<file path="src/rtl/pipeline_ctrl_defs.sv">
// Shared definitions for the pipeline stall controller.
// States, NOP encoding and MDU timeout default.
package pipeline_ctrl_defs;

  typedef enum logic {
    RUN      = 1'b0,
    MDU_WAIT = 1'b1
  } state_e;

  // addi x0, x0, 0
  localparam logic [31:0] NOP_INSN = 32'h0000_0013;

  localparam int MDU_TIMEOUT_DEF = 64;

endpackage

</file>
<file path="src/rtl/sat_counter.sv">
// Saturating up-counter with synchronous reset.
// Holds at all-ones instead of wrapping.
module sat_counter #(
  parameter int W = 32
) (
  input  logic         clk,
  input  logic         reset,
  input  logic         inc,
  output logic [W-1:0] count
);

  logic [W-1:0] count_q;
  logic [W-1:0] count_d;

  always_comb begin
    count_d = count_q;
    if (inc && (count_q != {W{1'b1}}))
      count_d = count_q + 1'b1;
  end

  always_ff @(posedge clk) begin
    if (reset) count_q <= '0;
    else       count_q <= count_d;
  end

  assign count = count_q;

endmodule

</file>
<file path="src/rtl/pipeline_stall_controller.sv">
// Stall/flush/bubble control for the 5-stage RV32IM pipeline.
// Handles load-use, EX redirects and the MDU start/done handshake.
module pipeline_stall_controller
  import pipeline_ctrl_defs::*;
#(
  parameter int MDU_TIMEOUT = MDU_TIMEOUT_DEF,
  parameter int CNT_W       = 32
) (
  input  logic             clk,
  input  logic             reset,
  input  logic             load_use_stall,
  input  logic             branch_taken_ex,
  input  logic             mdu_op_ex,
  input  logic             mdu_done,
  output logic             mdu_start,
  output logic             pc_write_en,
  output logic             if_id_write_en,
  output logic             if_id_flush,
  output logic             id_ex_bubble,
  output logic             ex_stage_hold,
  output logic             ex_ma_bubble,
  output logic             mdu_timeout,
  output logic [CNT_W-1:0] stall_cycles,
  output logic [CNT_W-1:0] flush_count
);

  localparam int WW =
    (MDU_TIMEOUT > 2) ? $clog2(MDU_TIMEOUT) : 1;
  localparam logic [WW-1:0] WAIT_LAST =
    WW'(MDU_TIMEOUT - 1);

  state_e        state_q, state_d;
  logic [WW-1:0] wait_q, wait_d;
  logic          tmo_q, tmo_d;
  logic          waiting;
  logic          wait_last;
  logic          release_c;

  assign waiting   = (state_q == MDU_WAIT);
  assign wait_last = (wait_q == WAIT_LAST);
  assign release_c = waiting &&
                     (mdu_done || wait_last);

  always_comb begin
    state_d        = state_q;
    wait_d         = wait_q;
    tmo_d          = tmo_q;
    mdu_start      = 1'b0;
    pc_write_en    = 1'b1;
    if_id_write_en = 1'b1;
    if_id_flush    = 1'b0;
    id_ex_bubble   = 1'b0;
    ex_stage_hold  = 1'b0;
    ex_ma_bubble   = 1'b0;
    if (reset) begin
      pc_write_en    = 1'b0;
      if_id_write_en = 1'b0;
      if_id_flush    = 1'b1;
      id_ex_bubble   = 1'b1;
      ex_ma_bubble   = 1'b1;
    end else if (waiting && !release_c) begin
      pc_write_en    = 1'b0;
      if_id_write_en = 1'b0;
      ex_stage_hold  = 1'b1;
      ex_ma_bubble   = 1'b1;
      wait_d         = wait_q + 1'b1;
    end else begin
      // Release cycle: the op in EX is the one finishing.
      if (release_c) begin
        state_d = RUN;
        if (!mdu_done) tmo_d = 1'b1;
      end
      if (branch_taken_ex) begin
        if_id_flush  = 1'b1;
        id_ex_bubble = 1'b1;
      end else if (!waiting && mdu_op_ex) begin
        mdu_start      = 1'b1;
        pc_write_en    = 1'b0;
        if_id_write_en = 1'b0;
        ex_stage_hold  = 1'b1;
        ex_ma_bubble   = 1'b1;
        state_d        = MDU_WAIT;
        wait_d         = '0;
      end else if (load_use_stall) begin
        pc_write_en    = 1'b0;
        if_id_write_en = 1'b0;
        id_ex_bubble   = 1'b1;
      end
    end
  end

  always_ff @(posedge clk) begin
    if (reset) begin
      state_q <= RUN;
      wait_q  <= '0;
      tmo_q   <= 1'b0;
    end else begin
      state_q <= state_d;
      wait_q  <= wait_d;
      tmo_q   <= tmo_d;
    end
  end

  assign mdu_timeout = tmo_q;

  sat_counter #(.W(CNT_W)) u_stall_cnt (
    .clk   (clk),
    .reset (reset),
    .inc   (~pc_write_en),
    .count (stall_cycles)
  );

  sat_counter #(.W(CNT_W)) u_flush_cnt (
    .clk   (clk),
    .reset (reset),
    .inc   (if_id_flush),
    .count (flush_count)
  );

endmodule

</file>
<file path="config.mk">
export PLATFORM = sky130hd
export DESIGN_NAME = pipeline_stall_controller
export DESIGN_NICKNAME = d
export VERILOG_FILES = /design/src/rtl/pipeline_ctrl_defs.sv /design/src/rtl/sat_counter.sv /design/src/rtl/pipeline_stall_controller.sv
export SDC_FILE = /design/constraint.sdc
export NUM_CORES = 1
export LEC_CHECK = 0
export ABC_CLOCK_PERIOD_IN_PS = 3500
export BUFFER_PORTS_ARGS = -buffer_cell sky130_fd_sc_hd__buf_2
export CORE_MARGIN = 2
export CORE_UTILIZATION = 61
export CTS_BUF_LIST = sky130_fd_sc_hd__clkbuf_4
export DETAILED_ROUTE_END_ITERATION = 10
export GPL_TIMING_DRIVEN = 0
export PLACE_DENSITY = 0.95
export SYNTH_ARGS = -nofsm -noshare
export SYNTH_HDL_FRONTEND = slang
export SYNTH_SLANG_ARGS = --single-unit
</file>
<file path="constraint.sdc">
create_clock -name clk -period 3.5 [get_ports clk]
set_input_delay 0.175 -clock clk [delete_from_list [all_inputs] [get_ports clk]]
set_output_delay 0.175 -clock clk [all_outputs]
set_load 0.02 [all_outputs]
</file>
==> key figures <==
Finish
  – Final #Nets: 560
  – Layout cells sized above 1: 22.2%
  – Commonest non-fill, non-tap cell in the layout: buf_2
  – Area growth syn-to-layout: 15.0%
  – Commonest non-fill, non-tap cells in the layout: buf_2 (86), dfxtp_1 (72), a21oi_1 (54)
  – Antenna Diode Count: 0

Yosys
  – Ys Warns: 0
  – Dominant synthesized flop cell: dfxtp_1
  – Syn avg cell area: 8.24 um2
  – Register area share after synthesis: 37.8%
  – Unique masters post-synth: 49
  – Post-synth design cell area: 3820 um2
  – FF+latch count, synth: 72
  – Synth async-reset ratio: 0%
  – Mapped Nets: 472
  – Cells after Synth: 463
  – Post-synth EDFFs: 0

Floorplan
  – Die W: 83.1 um
  – Die Y: 83.1 um
  – Core Region: 5990 um2
  – Site Rows: 28
  – Initial Util: 63.7%
  – Full die area: 6910 um2
  – Num ports: 78

Worst setup path
  – Most used cell, CP: buf_2
  – Worst Setup Start Kind: register
  – Cell-by-cell listing of the critical path: ha_1 > nand4b_1 > o32ai_2 > inv_2 > nor2_1 > buf_2 > buf_2 > buf_4 > buf_2
  – Slowest stage delay, CP: 0.40 ns
  – CP Data Arrival Time: 2.48 ns
  – CP required: 3.32 ns
  – Crit-path slowest cell: dfxtp_1
  – Kind of critical path: register to output pin
  – Critical path endpoint category: output pin
  – Crit path max fanout: 11

STA
  – Final hold viol count: 0
  – Setup TNS: 0 ns
  – Max Slew Vio Count: 0
  – Setup violators final: 0
  – Crit path time final: 2.65 ns
  – Slew HR: 49.7%
  – Max Fclk: 377 MHz
  – RSZ-0062 raised after global routing: no
  – Worst Max-Slew Pin Slew: 0.749 ns
  – Setup Skew: 0.0155 ns
  – Fin crit share: 75.8%

Pwr
  – Internal Pwr Total: 1.01 mW
  – P per Cell Area: 310 nW/um2
  – Clock Power Share: 30.9%
  – Combinational cell fraction of total power: 7.6%
  – Switching share of power: 25.8%
  – Sequential power share: 61.5%
  – VDD IR max: 0.000221 V
  – Total power: 1.36 mW
  – Switching power total: 0.351 mW
  – Leakage: 1.63 nW

GRT
  – GR Overflow Total: 0
  – First-pass GRT wire length: 16100 um
  – Vias in the first global route: 3745
  – GRT Resource Usage Total: 27.6%
  – Initial antenna violation count: 0
  – Largest net degree at the start of global routing: 12

Job
  – Max Cap Violations: 0

Clock network
  – H-tree levels: 3
  – Post-CTS Setup Inserts: 0
  – Worst skew pair latency: 0.42 ns
  – Clk buf depth: 2
  – Post-cts gate resize count: 0
  – Num CTS Buffers: 9
  – Reg clk slew, reported paths: 0.11 ns
  – Clock Tree Root: clkbuf_4
  – Post-CTS Hold Buffers: 0
  – TritonCTS clock tree: built
  – CTS Sinks: 72

Place
  – Port Buffer Count: 77
  – Placer Congestion: 0.880
  – Dpl hpwl: 7040 um

Drt
  – Vias per cell: 6.49
  – Antenna Violating Nets Remaining: 0
  – Post-route DRC violation count: 0
  – Drt wl/cell: 15.4 um
  – 1st-pass router iterations: 6
  – DR iter-0 viols: 215
  – Wirelength, routed: 9690 um
  – Vias: 4082

Worst hold path
  – HP Class: input port to register

Status
  – Status: complete, no violations
-- layer usage --
layer  track usage, %  wire length [um]  vias up
met5                0                 0        -
met4             13.0               128        0
met3             6.66               756       18
met2             46.8              4750      189
met1             32.8              4070     1928
li1                 -                 -     1947
-- final timing paths --
check / startpoint / depth (start not counted) / slack, ns / to
worst max-delay path: wait_q[0]$_SDFFE_PP0P_ / 9 / 0.85 / pc_write_en
worst max register to register: u_flush_cnt.count[0]$_SDFFE_PP0P_ / 6 / 1.29 / u_flush_cnt.count[13]$_SDFFE_PP0P_
worst min register to register: mdu_timeout$_SDFFE_PP0P_ / 2 / 0.48 / mdu_timeout$_SDFFE_PP0P_
worst min-delay path: mdu_op_ex / 3 / 0.08 / state_q$_SDFFE_PP0N_
-- layout make-up --
| type | instances | area [um2] |
|---|---|---|
| Multi-Input combinational cell | 357 | 2210 |
| Tap cell | 75 | 93.8 |
| Clock inverter | 3 | 11.3 |
| Inverter | 6 | 22.5 |
| Buffer | 28 | 143 |
| Timing Repair Buffer | 77 | 385 |
| Clock buffer | 11 | 82.6 |
| Sequential cell | 72 | 1440 |
| Fill cell | 451 | 1600 |
-- Yosys cell counts (4+ instances only) --
cell | instances | share of area (%)
a21oi_1 | 54 | 7.1
and3_1 | 10 | 1.6
and4_1 | 10 | 2.3
buf_2 | 9 | 1.2
clkbuf_1 | 12 | 1.2
dfxtp_1 | 72 | 38
inv_1 | 5 | 0.49
mux2_2 | 7 | 2.1
nand2_1 | 32 | 3.1
nand3_1 | 25 | 3.3
nand4_1 | 12 | 2.0
nor2_1 | 28 | 2.8
nor2b_1 | 10 | 1.6
nor3_1 | 6 | 0.79
o2111ai_1 | 4 | 0.92
o21ai_0 | 33 | 4.3
o31ai_1 | 32 | 6.3
or3_1 | 25 | 4.1
or4_1 | 28 | 5.5
xor2_1 | 5 | 1.1
-- flip-flops by register name (all words and copies together) (netlist names) --
register           cells
u_flush_cnt.count     32
mdu_timeout            1
state_q                1
wait_q                 6
u_stall_cnt.count     32
-- cells by family (layout without fill, tap and decap cells) --
group	after synthesis	in the layout	synth area share, %
AND/OR/NAND/NOR	210	210	32.6
AO/OA/AOI/OAI	131	131	20.8
flip-flops	72	72	37.8
buffers and inverters	34	125	4.33
multiplexers	8	8	2.33
XOR/XNOR	5	5	1.15
adder cells (fa/ha/maj)	3	3	0.983
-- per-stage QoR --
step / hold slack (ns) / area, um2 / util (%) / setup slack (ns) / std cells
after global routing: 0.106 / 4390 / 73.3 / 0.681 / 629
after global placement: 0.447 / 4300 / 71.7 / 1.39 / 615
after detailed placement: 0.460 / 4300 / 71.7 / 1.33 / 615
final: 0.0783 / 4390 / 73.3 / 0.848 / 629
after CTS: 0.0555 / 4390 / 73.3 / 0.839 / 629
after floorplan: 0.368 / 3820 / - / 1.53 / 463
-- power by group through the flow --
stage	clock network (mW)	registers, mW	logic [mW]
2_1_floorplan	0	0.862	0.0627
5_1_grt	0.461	0.838	0.115
3_3_place_gp	0	0.854	0.101
3_5_place_dp	0	0.855	0.103
6_report	0.420	0.836	0.104
4_1_cts	0.422	0.836	0.104
-- critical path, delay by kind of cell, from the launching register on --
family / cells / cell delay, ns
AOI/OAI and AO/OA: 1 / 0.18
adders and majority gates: 1 / 0.28
buffers and inverters: 5 / 0.90
DFF: 1 / 0.40
and+or+nand+nor: 2 / 0.29
Note: power is estimated with default switching activity, not from simulation.
